## src/rtl/mic1_regfile_pkg.sv

```systemverilog
// mic1_pkg: shared widths, reset values, C-bus write-enable bit indices and B-bus source codes
package mic1_pkg;
  localparam int DATA_W = 32;
  localparam logic [31:0] RESET_PC  = 32'h0000_0000;
  localparam logic [31:0] RESET_SP  = 32'h0000_8000;
  localparam logic [31:0] RESET_LV  = 32'h0000_8000;
  localparam logic [31:0] RESET_CPP = 32'h0000_4000;
  localparam int C_MAR = 0;
  localparam int C_MDR = 1;
  localparam int C_PC  = 2;
  localparam int C_SP  = 3;
  localparam int C_LV  = 4;
  localparam int C_CPP = 5;
  localparam int C_TOS = 6;
  localparam int C_OPC = 7;
  localparam int C_H   = 8;
  typedef enum logic [3:0] {
    B_MDR  = 4'd0,
    B_PC   = 4'd1,
    B_MBR  = 4'd2,
    B_MBRU = 4'd3,
    B_SP   = 4'd4,
    B_LV   = 4'd5,
    B_CPP  = 4'd6,
    B_TOS  = 4'd7,
    B_OPC  = 4'd8
  } b_sel_e;
endpackage

```

## src/rtl/mic1_regfile_mem_port.sv

```systemverilog
// mic1_mem_port: one memory channel - request pulse, outstanding-read flag, return capture; MIC1_RF_ERR_EN adds a sticky protocol error
module mic1_mem_port (
  input  logic clk,
  input  logic rst_n,
  input  logic i_rd,
  input  logic i_wr,
  input  logic i_rvalid,
  output logic o_rd,
  output logic o_wr,
  output logic o_pending,
  output logic o_capture,
  output logic o_err
);
  logic r_rd, r_wr, r_pending;
  logic w_issue_rd, w_issue_wr;
  assign w_issue_rd = i_rd & ~i_wr & ~r_pending;
  assign w_issue_wr = i_wr & ~i_rd & ~r_pending;
  assign o_capture  = i_rvalid & r_pending;
  assign o_rd       = r_rd;
  assign o_wr       = r_wr;
  assign o_pending  = r_pending;
  // one-cycle request pulses; a read stays outstanding until its return strobe
  always_ff @(posedge clk or negedge rst_n)
    if (!rst_n) begin
      r_rd      <= 1'b0;
      r_wr      <= 1'b0;
      r_pending <= 1'b0;
    end else begin
      r_rd      <= w_issue_rd;
      r_wr      <= w_issue_wr;
      r_pending <= r_pending ? ~i_rvalid : w_issue_rd;
    end
`ifdef MIC1_RF_ERR_EN
  logic r_err;
  // sticky flag: read+write clash, command while a read is outstanding, or a stray return
  always_ff @(posedge clk or negedge rst_n)
    if (!rst_n) r_err <= 1'b0;
    else r_err <= r_err | (i_rd & i_wr) | ((i_rd | i_wr) & r_pending) | (i_rvalid & ~r_pending);
  assign o_err = r_err;
`else
  assign o_err = 1'b0;
`endif
endmodule

```

## src/rtl/mic1_regfile.sv

```systemverilog
// mic1_regfile: MIC-1 register file driving B/H buses and owning the data/fetch handshakes; MIC1_RF_ERR_EN enables the sticky err output
module mic1_regfile #(
  parameter int          DATA_W    = mic1_pkg::DATA_W,
  parameter logic [31:0] RESET_PC  = mic1_pkg::RESET_PC,
  parameter logic [31:0] RESET_SP  = mic1_pkg::RESET_SP,
  parameter logic [31:0] RESET_LV  = mic1_pkg::RESET_LV,
  parameter logic [31:0] RESET_CPP = mic1_pkg::RESET_CPP
) (
  input  logic              clk,
  input  logic              rst_n,
  input  logic [DATA_W-1:0] c_bus,
  input  logic [8:0]        c_sel,
  input  logic [3:0]        b_sel,
  input  logic              rd,
  input  logic              wr,
  input  logic              fetch,
  output logic [DATA_W-1:0] b_bus,
  output logic [DATA_W-1:0] h_bus,
  output logic              busy,
  output logic              dmem_rd,
  output logic              dmem_wr,
  output logic [31:0]       dmem_addr,
  output logic [DATA_W-1:0] dmem_wdata,
  input  logic              dmem_rvalid,
  input  logic [DATA_W-1:0] dmem_rdata,
  output logic              imem_req,
  output logic [31:0]       imem_addr,
  input  logic              imem_rvalid,
  input  logic [7:0]        imem_rdata,
  output logic              err
);
  import mic1_pkg::*;
  logic [DATA_W-1:0] r_mar, r_mdr, r_pc, r_sp, r_lv, r_cpp, r_tos, r_opc, r_h;
  logic [7:0]        r_mbr;
  logic w_d_rd, w_d_wr, w_d_pend, w_d_cap, w_d_err;
  logic w_f_rd, w_f_wr, w_f_pend, w_f_cap, w_f_err;
  mic1_mem_port u_dport (
    .clk(clk), .rst_n(rst_n), .i_rd(rd), .i_wr(wr), .i_rvalid(dmem_rvalid),
    .o_rd(w_d_rd), .o_wr(w_d_wr), .o_pending(w_d_pend), .o_capture(w_d_cap), .o_err(w_d_err)
  );
  mic1_mem_port u_fport (
    .clk(clk), .rst_n(rst_n), .i_rd(fetch), .i_wr(1'b0), .i_rvalid(imem_rvalid),
    .o_rd(w_f_rd), .o_wr(w_f_wr), .o_pending(w_f_pend), .o_capture(w_f_cap), .o_err(w_f_err)
  );
  // C-bus writes; a data return overrides a same-edge C-bus write to MDR, a fetch return loads MBR
  always_ff @(posedge clk or negedge rst_n)
    if (!rst_n) begin
      r_mar <= '0;
      r_mdr <= '0;
      r_pc  <= DATA_W'(RESET_PC);
      r_mbr <= '0;
      r_sp  <= DATA_W'(RESET_SP);
      r_lv  <= DATA_W'(RESET_LV);
      r_cpp <= DATA_W'(RESET_CPP);
      r_tos <= '0;
      r_opc <= '0;
      r_h   <= '0;
    end else begin
      if (c_sel[C_MAR]) r_mar <= c_bus;
      r_mdr <= w_d_cap ? dmem_rdata : c_sel[C_MDR] ? c_bus : r_mdr;
      if (c_sel[C_PC])  r_pc  <= c_bus;
      if (w_f_cap)      r_mbr <= imem_rdata;
      if (c_sel[C_SP])  r_sp  <= c_bus;
      if (c_sel[C_LV])  r_lv  <= c_bus;
      if (c_sel[C_CPP]) r_cpp <= c_bus;
      if (c_sel[C_TOS]) r_tos <= c_bus;
      if (c_sel[C_OPC]) r_opc <= c_bus;
      if (c_sel[C_H])   r_h   <= c_bus;
    end
  // B-bus source mux; unused codes drive zero
  always_comb begin
    b_bus = '0;
    case (b_sel_e'(b_sel))
      B_MDR:   b_bus = r_mdr;
      B_PC:    b_bus = r_pc;
      B_MBR:   b_bus = {{(DATA_W-8){r_mbr[7]}}, r_mbr};
      B_MBRU:  b_bus = DATA_W'(r_mbr);
      B_SP:    b_bus = r_sp;
      B_LV:    b_bus = r_lv;
      B_CPP:   b_bus = r_cpp;
      B_TOS:   b_bus = r_tos;
      B_OPC:   b_bus = r_opc;
      default: b_bus = '0;
    endcase
  end
  assign h_bus      = r_h;
  assign busy       = w_d_pend | w_d_rd | w_f_pend | w_f_rd;
  assign dmem_rd    = w_d_rd;
  assign dmem_wr    = w_d_wr;
  assign dmem_addr  = 32'(r_mar) << 2;
  assign dmem_wdata = r_mdr;
  assign imem_req   = w_f_rd | w_f_wr;
  assign imem_addr  = 32'(r_pc);
  assign err        = w_d_err | w_f_err;
endmodule

```

## config.mk

```make
export PLATFORM = sky130hd
export DESIGN_NAME = mic1_regfile
export DESIGN_NICKNAME = d
export VERILOG_FILES = /design/src/rtl/mic1_regfile_pkg.sv /design/src/rtl/mic1_regfile_mem_port.sv /design/src/rtl/mic1_regfile.sv
export SDC_FILE = /design/constraint.sdc
export NUM_CORES = 1
export LEC_CHECK = 0
export CAP_MARGIN = 0
export CORE_MARGIN = 4
export CORE_UTILIZATION = 57
export DETAILED_ROUTE_END_ITERATION = 7
export PLACE_DENSITY = 0.86
export SYNTH_ARGS = -nofsm -noshare
export SYNTH_HDL_FRONTEND = slang
export SYNTH_SLANG_ARGS = --single-unit
```

## constraint.sdc

```tcl
create_clock -name clk -period 3.26 [get_ports clk]
set_input_delay 0.489 -clock clk [delete_from_list [all_inputs] [get_ports clk]]
set_output_delay 0.489 -clock clk [all_outputs]
set_load 0.1 [all_outputs]
```

; ---- Word level (Yosys, flattened, before mapping)
; Cells that the tools add are included.
[classes]
n_bitwise = 16
n_eq_ne = 8
n_mux = 5
n_reduce_logical = 2
[ops]
columns = op, n
row1 = $pmux W32 S9, 1
row2 = $mux W32, 2
row3 = $eq A4 B3 Y1 const B, 4
row4 = $eq A4 B2 Y1 const B, 2
row5 = $and A1 B1 Y1, 7
row6 = $not A1 Y1, 6
row7 = $eq A4 B1 Y1 const B, 1
row8 = $eq A4 B4 Y1 const B, 1
row9 = $logic_not A4 Y1, 1
row10 = $or A1 B1 Y1, 3
row11 = $mux W1, 2
row12 = $reduce_bool A2 Y1, 1
[word_totals]
ff_bits = 299
out_inout_bits = 165
input_bits = 92
elab_cells = 46

; ---- Depth between registers and ports, before layout
[logic_depth]
word_depth = 4
mapped_depth = 6
mapped_depth_nobuf = 3

; ---- Modules after synthesis
; From an unflattened synthesis, not the netlist that was laid out.
[hier_totals]
hier_cells = 1132
hier_area_um2 = 14111.0
[modules_own_cells]
columns = mod, cells_each, n_inst, area_per_inst_um2, seq_area_each_um2
row1 = mic1_regfile, 1112, 1, 13860.8, 7360.8
row2 = mic1_mem_port, 10, 2, 125.1, 75.1

; ---- Least setup slack after synthesis
; No wires, ideal clock.
[synth_timing]
path_kind = input port to output port
from = input b_sel[1]
to = output b_bus[4]
arrival_time_ps = 2681
path_stages = 4
path_buffers = 2
slack_ps = 90
required_ps = 2771
cell_sequence = buf_2 buf_2 or2_2 o221ai_1
[synth_between]
elab_chain_len = 2
elab_cells_between_ends = 10
cone_classes = 8 x eq/ne / 1 x mux / 1 x reduce/logical
[synth_lines]
columns = item, line
row1 = from (decl), mic1_regfile.sv:13  ; input logic [3:0] b_sel,
row2 = $eq A4 B4 Y1 (tied with other cells), mic1_regfile.sv:73  ; case (b_sel_e'(b_sel))
row3 = $pmux W32 S9 *, mic1_regfile.sv:73
row4 = to (decl), mic1_regfile.sv:17  ; output logic [DATA_W-1:0] b_bus,
; Every way passes the cells marked *; elsewhere a longest branch is shown, timed or not.

; ---- Worst setup path in the final report
[layout_timing]
from = input b_sel[3]
to = output b_bus[29]
; The elaborated chain is that of the path after synthesis.

==> impl_metrics.yaml <==
setup_path:
  end_kind: "primary output"
  crit_type: "input pin to primary output"
  critPathRequiredTime_ns: 2.77
  crit_fanout: 32
  arrival_ns: 2.39
  start_kind: "input pin"
floorplan:
  die_h_um: 164.3
  die_w_um: 164.3
  io_pins: 257
  core_area_um2: 23750
  rows: 56
  dieArea_um2: 27010
  start_util: 0.5866
clock_tree:
  postCtsSetupBuffers: 0
  clock_sinks: 299
  clk_pin_slew_ns: 0.06
  cts_buffer_depth: 3
  cts_tree: "built"
  htree_levels: 1
  root_buffer: "clkbuf_16"
  clk_latency_ns: 0.55
  cts_made_buffers: 31
logic_synthesis:
  ys_seq_area_frac: 0.5373
  synthXorXnorAreaFrac: 0
  syn-cell-area_um2: 13930
  synth_seq_cells: 299
  yosys.area_share.simple: 0.09357
  synthMuxAreaShare: 0.2627
  yosys_warnings: 0
  synth_cell_types: 42
  synth_top_family_by_area: "multiplexers"
  synth_fa_ha_area_frac: 0
  synthCells: 1091
  syn_area_per_cell_um2: 12.77
  synth_compound_area_frac: 0.07202
worst_hold_path:
  min_path_type: "register to register"
cells_and_area:
  area_delta_synth_final_pct: 28.67
  final_cell_mix: "296 x dfrtp_1, 277 x mux2_2, 169 x clkdlybuf4s50_1"
  final_nets: 1407
  nFillCells: 1494
  fin_util: 0.7548
  layout-drive-gt1-share: 0.3391
  layout_commonest_cell: "dfrtp_1"
timing:
  tns_ns: 0
  period_share: 0.8826
  slew_headroom: 0.2939
  skew_ns: 0.004425
  maxClockFrequency_ghz: 0.3475
  hold_viol_final: 0
  worst_slew_pin_slew_ns: 1.058
  period_needed_ns: 2.877
  worst_slack_ns: 0.3826
  report.final.setup_viol: 0
  maxSlewViolCount: 0
  grt_setup_unrepaired: "false"
routing:
  drc: 0
  first_iter_violations: 790
  wl_per_cell_um: 22.72
  vias: 10040
  detail-route-antenna-nets: 0
  first_pass_iters: 5
  wirelength_um: 37690
  viasPerCell: 6.054
status:
  status: "completed"
place:
  place_ws_ns: 0.4924
  dp_hpwl_um: 24270
  gp_congestion: 0.8191
  portBuffers: 253
global_routing:
  grt_max_degree: 92
  grt_pass1_wl_um: 59470
  grt_usage: 0.2778
  grt-ovfl-total: 0
  antenna_found_initial: 0
  grt_pass1_vias: 10730
pwr:
  p_leak_uw: 0.007711
  ir_drop_mv: 0.4428
  p_per_area_nw_per_um2: 646.6
flow_run:
  drv_cap: 0
-- power by group --
| part | internal, uW | leakage, uW | switching (uW) |
|---|---|---|---|
| clock | 2170 | 0.000511 | 1470 |
| combinational | 1080 | 0.00370 | 2490 |
| sequential | 4120 | 0.00351 | 254 |
| total | 7370 | 0.00771 | 4220 |
-- synth_stat cells, drive strengths merged --
library cell / number / area [um2]
a211o: 4 / 35.03
dfrtp: 296 / 7407
inv: 2 / 7.510
or2: 2 / 12.51
a32oi: 2 / 17.52
nand3b: 5 / 37.54
a21o: 2 / 15.01
o21ai: 88 / 440.4
and3: 28 / 175.2
and2b: 1 / 7.510
nor4bb: 1 / 10.01
nand2: 62 / 232.7
o2111ai: 27 / 236.5
a221o: 2 / 20.02
clkbuf: 34 / 127.6
mux2i: 45 / 450.4
o21a: 1 / 7.510
or4: 2 / 15.01
conb: 1 / 3.750
dfstp: 3 / 78.83
a21oi: 25 / 125.1
nand2b: 3 / 18.77
nor2b: 4 / 25.02
a22o: 2 / 17.52
a22oi: 2 / 15.01
o32a: 2 / 20.02
nor3b: 32 / 261.5
and3b: 54 / 473.0
buf: 59 / 341.6
o221ai: 3 / 26.28
and2: 2 / 12.51
mux2: 285 / 3209
a311oi: 1 / 8.760
nor2: 6 / 22.52
a31oi: 3 / 18.77
-- timing repair --
action | in CTS | in global routing
gates resized for setup | 0 | 0
setup endpoints to repair | 0 | 0
hold endpoints to repair | 43 | 0
hold buffers | 1 | 0
-- state kept, by name (all words and copies together) (netlist names) --
| register | cells |
|---|---|
| u_fport.o_rd | 1 |
| u_fport.o_pending | 1 |
| r_opc | 32 |
| r_sp | 32 |
| u_dport.o_pending | 1 |
| u_dport.o_wr | 1 |
| r_lv | 32 |
| r_tos | 32 |
| r_mar | 30 |
| imem_addr | 32 |
| r_cpp | 32 |
| h_bus | 32 |
| r_mbr | 8 |
| dmem_wdata | 32 |
| u_dport.o_rd | 1 |
-- routing by layer --
metal	vias up	wire length [um]	track usage
li1	4421	-	-
met5	-	0	0
met3	56	2756	0.05395
met4	0	689	0.07167
met2	404	18410	0.4618
met1	5162	15840	0.3782
-- worst max-delay path, cell delays in order --
cell,delay [ns]
buf_2,0.29
nor3b_2,0.91
nand2_1,0.18
o2111ai_1,0.27
buf_12,0.23
-- worst paths after layout --
path / from / end / slack (ns) / depth (start not counted)
min reg2reg: u_fport.o_pending / u_fport.o_rd / 0.47 / 1
max reg2reg: u_dport.o_pending / dmem_wdata[28] / 1.64 / 4
min in group asynchronous: rst_n / r_mar[23] / 0.56 / 2
max in group asynchronous: rst_n / r_cpp[14] / 1.83 / 3
max: b_sel[3] / b_bus[29] / 0.38 / 5
min: u_fport.o_pending / u_fport.o_rd / 0.47 / 1
-- cells by family (layout without fill, tap and decap cells) --
| group | count (synthesis) | count (layout) |
|---|---|---|
| AOI/OAI and AO/OA | 164 | 164 |
| other | 1 | 4 |
| DFF | 299 | 299 |
| buffers and inverters | 95 | 341 |
| muxes | 330 | 330 |
| and+or+nand+nor | 202 | 202 |
-- stage by stage --
step                      hold slack [ns]  cells  instance area [um2]  total power [uW]
after floorplan                    0.1934   1093                13940              6903
after CTS                          0.4737   1658                17930             11630
after global routing               0.4872   1658                17930             11980
after detailed placement           0.4650   1600                16860              8002
final                              0.4732   1659                17930             11590
after global placement             0.4580   1600                16860              7933
-- layout make-up --
cell class / count / area, um2 / share of cell area
sequential: 299 / 7486 / 0.4175
multi-input combinational: 699 / 5993 / 0.3343
timing repair buffer: 282 / 2983 / 0.1664
clock buffer: 40 / 859.6 / 0.04794
tap: 319 / 399.1 / 0.02226
clock inverter: 17 / 197.7 / 0.01103
inverter: 2 / 7.507 / 0.0004187
antenna: 1 / 2.502 / 0.0001396
No activity file was read; power rests on OpenSTA's default activity.
==> RTL change (same settings) <==
Build with the macro `MIC1_RF_ERR_EN` defined.
--- a/src/rtl/mic1_regfile_mem_port.sv
+++ b/src/rtl/mic1_regfile_mem_port.sv
@@ -1,4 +1,6 @@
 // mic1_mem_port: one memory channel - request pulse, outstanding-read flag, return capture; MIC1_RF_ERR_EN adds a sticky protocol error
+`define MIC1_RF_ERR_EN
+
 module mic1_mem_port (
   input  logic clk,
   input  logic rst_n,
Function: changed (Yosys sat finds a counterexample within 4 cycles, from zero or initial values and one cycle with rst_n low).
==> RTL change against the unedited design <==
The flow now finishes with violations (negative hold slack). Worst setup slack worse by 0.0042 ns. Critical path depth stayed put. First-iteration DRC count is 12% lower. Cell area is 1.4% lower. Area after synthesis is 0.58% lower. Core utilization is 0.87 points lower. Power is 2.0% lower. Clock skew is 0.012 ns higher. Sequential power is 1% higher. Die area is 0.55% lower. Sequential cell count is 2 higher. Hold slack worse by 0.49 ns. Routed wire length is 0.12% lower. Critical endpoint is now b_bus[30].
==> RTL change: results (changes against the unedited design) <==
[timing]
hold_viol=7  ; +7
fin_skew_ns=0.0164  ; +0.0120 ns
fin_hold_ws_ns=-0.0153  ; -0.488 ns

[critical_path]
crit_fanout=45  ; +41%
critPathMaxStageDelay_ns=0.80  ; -0.11 ns
reg2regPathDepth=3  ; -1

[pwr]
p_int_mw=7.21  ; -2.2%
peakVddDrop_mv=0.510  ; +15%

[yosys]
synthTopCellsByCount=dfrtp_1, mux2_2, mux2i_1
synthMuxAreaShare_pct=27.4  ; +1.1 points
synth_compound_area_share_pct=7.07  ; -0.13 points
synth_cells=1042  ; -4.5%
synth_cell_types=53  ; +26%

[detailed_routing]
num_vias=9743  ; -3.0%
met2_length_mm=18.5  ; +0.40%
wire_per_inst_um=23.4  ; +3.1%
drt_iter0_drc=696  ; -12%
first_pass_iters=6  ; +1
wl_met3_mm=2.70  ; -2.0%
wl_mm=37.6  ; -0.12%
met1Wirelength_mm=15.5  ; -2.1%

[cells_and_area]
finish.net_count=1357  ; -3.6%
drive_gt1_share_pct=33.6  ; -0.34 points

[global_route]
grtUsageTotal_pct=27.9  ; +0.10 points
grt_max_degree=111  ; +21%
antenna_found_initial=1  ; +1
grt_pass1_wl_mm=58.9  ; -0.94%

[outcome]
outcome=finished with violations
violations=negative hold slack

[placement]
place_ws_ns=0.459  ; -0.0335 ns

[RTL change: layout make-up]
class,count,area share (%)
flip-flops and latches,301,42.6
well taps,319,2.26
clock buffers,51,5.21
multi-input cells,653,32.9
repair buffers,273,16.6
diodes,1,0.0142
inverters,5,0.106
clock inverters,4,0.276
[RTL change: logic make-up after synthesis]
family / count (synthesis)
mux: 344
flops: 301
simple gates: 159
compound gates: 148
buf+inv: 89
other cells: 1
[RTL change: worst paths after layout]
| path | startpoint | slack (ns) | end |
|---|---|---|---|
| hold / removal | rst_n | -0.02 | imem_addr[25]$_DFFE_PN0P_ |
| hold reg to reg | u_fport.o_err$_DFF_PN0_ | 0.46 | u_fport.o_err$_DFF_PN0_ |
| setup / recovery | b_sel[2] | 0.38 | b_bus[30] |
| min in group clk | u_fport.o_err$_DFF_PN0_ | 0.46 | u_fport.o_err$_DFF_PN0_ |
| setup reg to reg | u_dport.o_pending$_DFF_PN0_ | 1.63 | dmem_wdata[28]$_DFFE_PN0P_ |
| max in group asynchronous | rst_n | 2.35 | r_lv[15]$_DFFE_PN1P_ |
[RTL change: through the flow]
step / util, % / area (um2)
after floorplan: - / 13900
after global placement: 70.5 / 16700
after detailed placement: 70.5 / 16700
after CTS: 74.6 / 17700
after global routing: 74.6 / 17700
final: 74.6 / 17700
[RTL change: worst register-to-register path, stage by stage (launching register included)]
cell	delay [ns]
dfrtp_1	0.43
and2_2	0.62
buf_12	0.29
o21ai_0	0.14
[RTL change: power by group through the flow]
stage          combinational (mW)  sequential, mW  clock (mW)
2_1_floorplan                1.20            5.74           0
3_3_place_gp                 3.51            4.46           0
3_5_place_dp                 3.56            4.48           0
4_1_cts                      3.57            4.42        3.44
5_1_grt                      3.69            4.47        3.59
6_report                     3.56            4.43        3.37
[RTL change: per-layer routing]
metal | track usage (%) | up-vias
met5 | 0 | -
met4 | 8.46 | 0
met3 | 5.55 | 78
met2 | 46.5 | 404
met1 | 37.3 | 5002
li1 | - | 4259
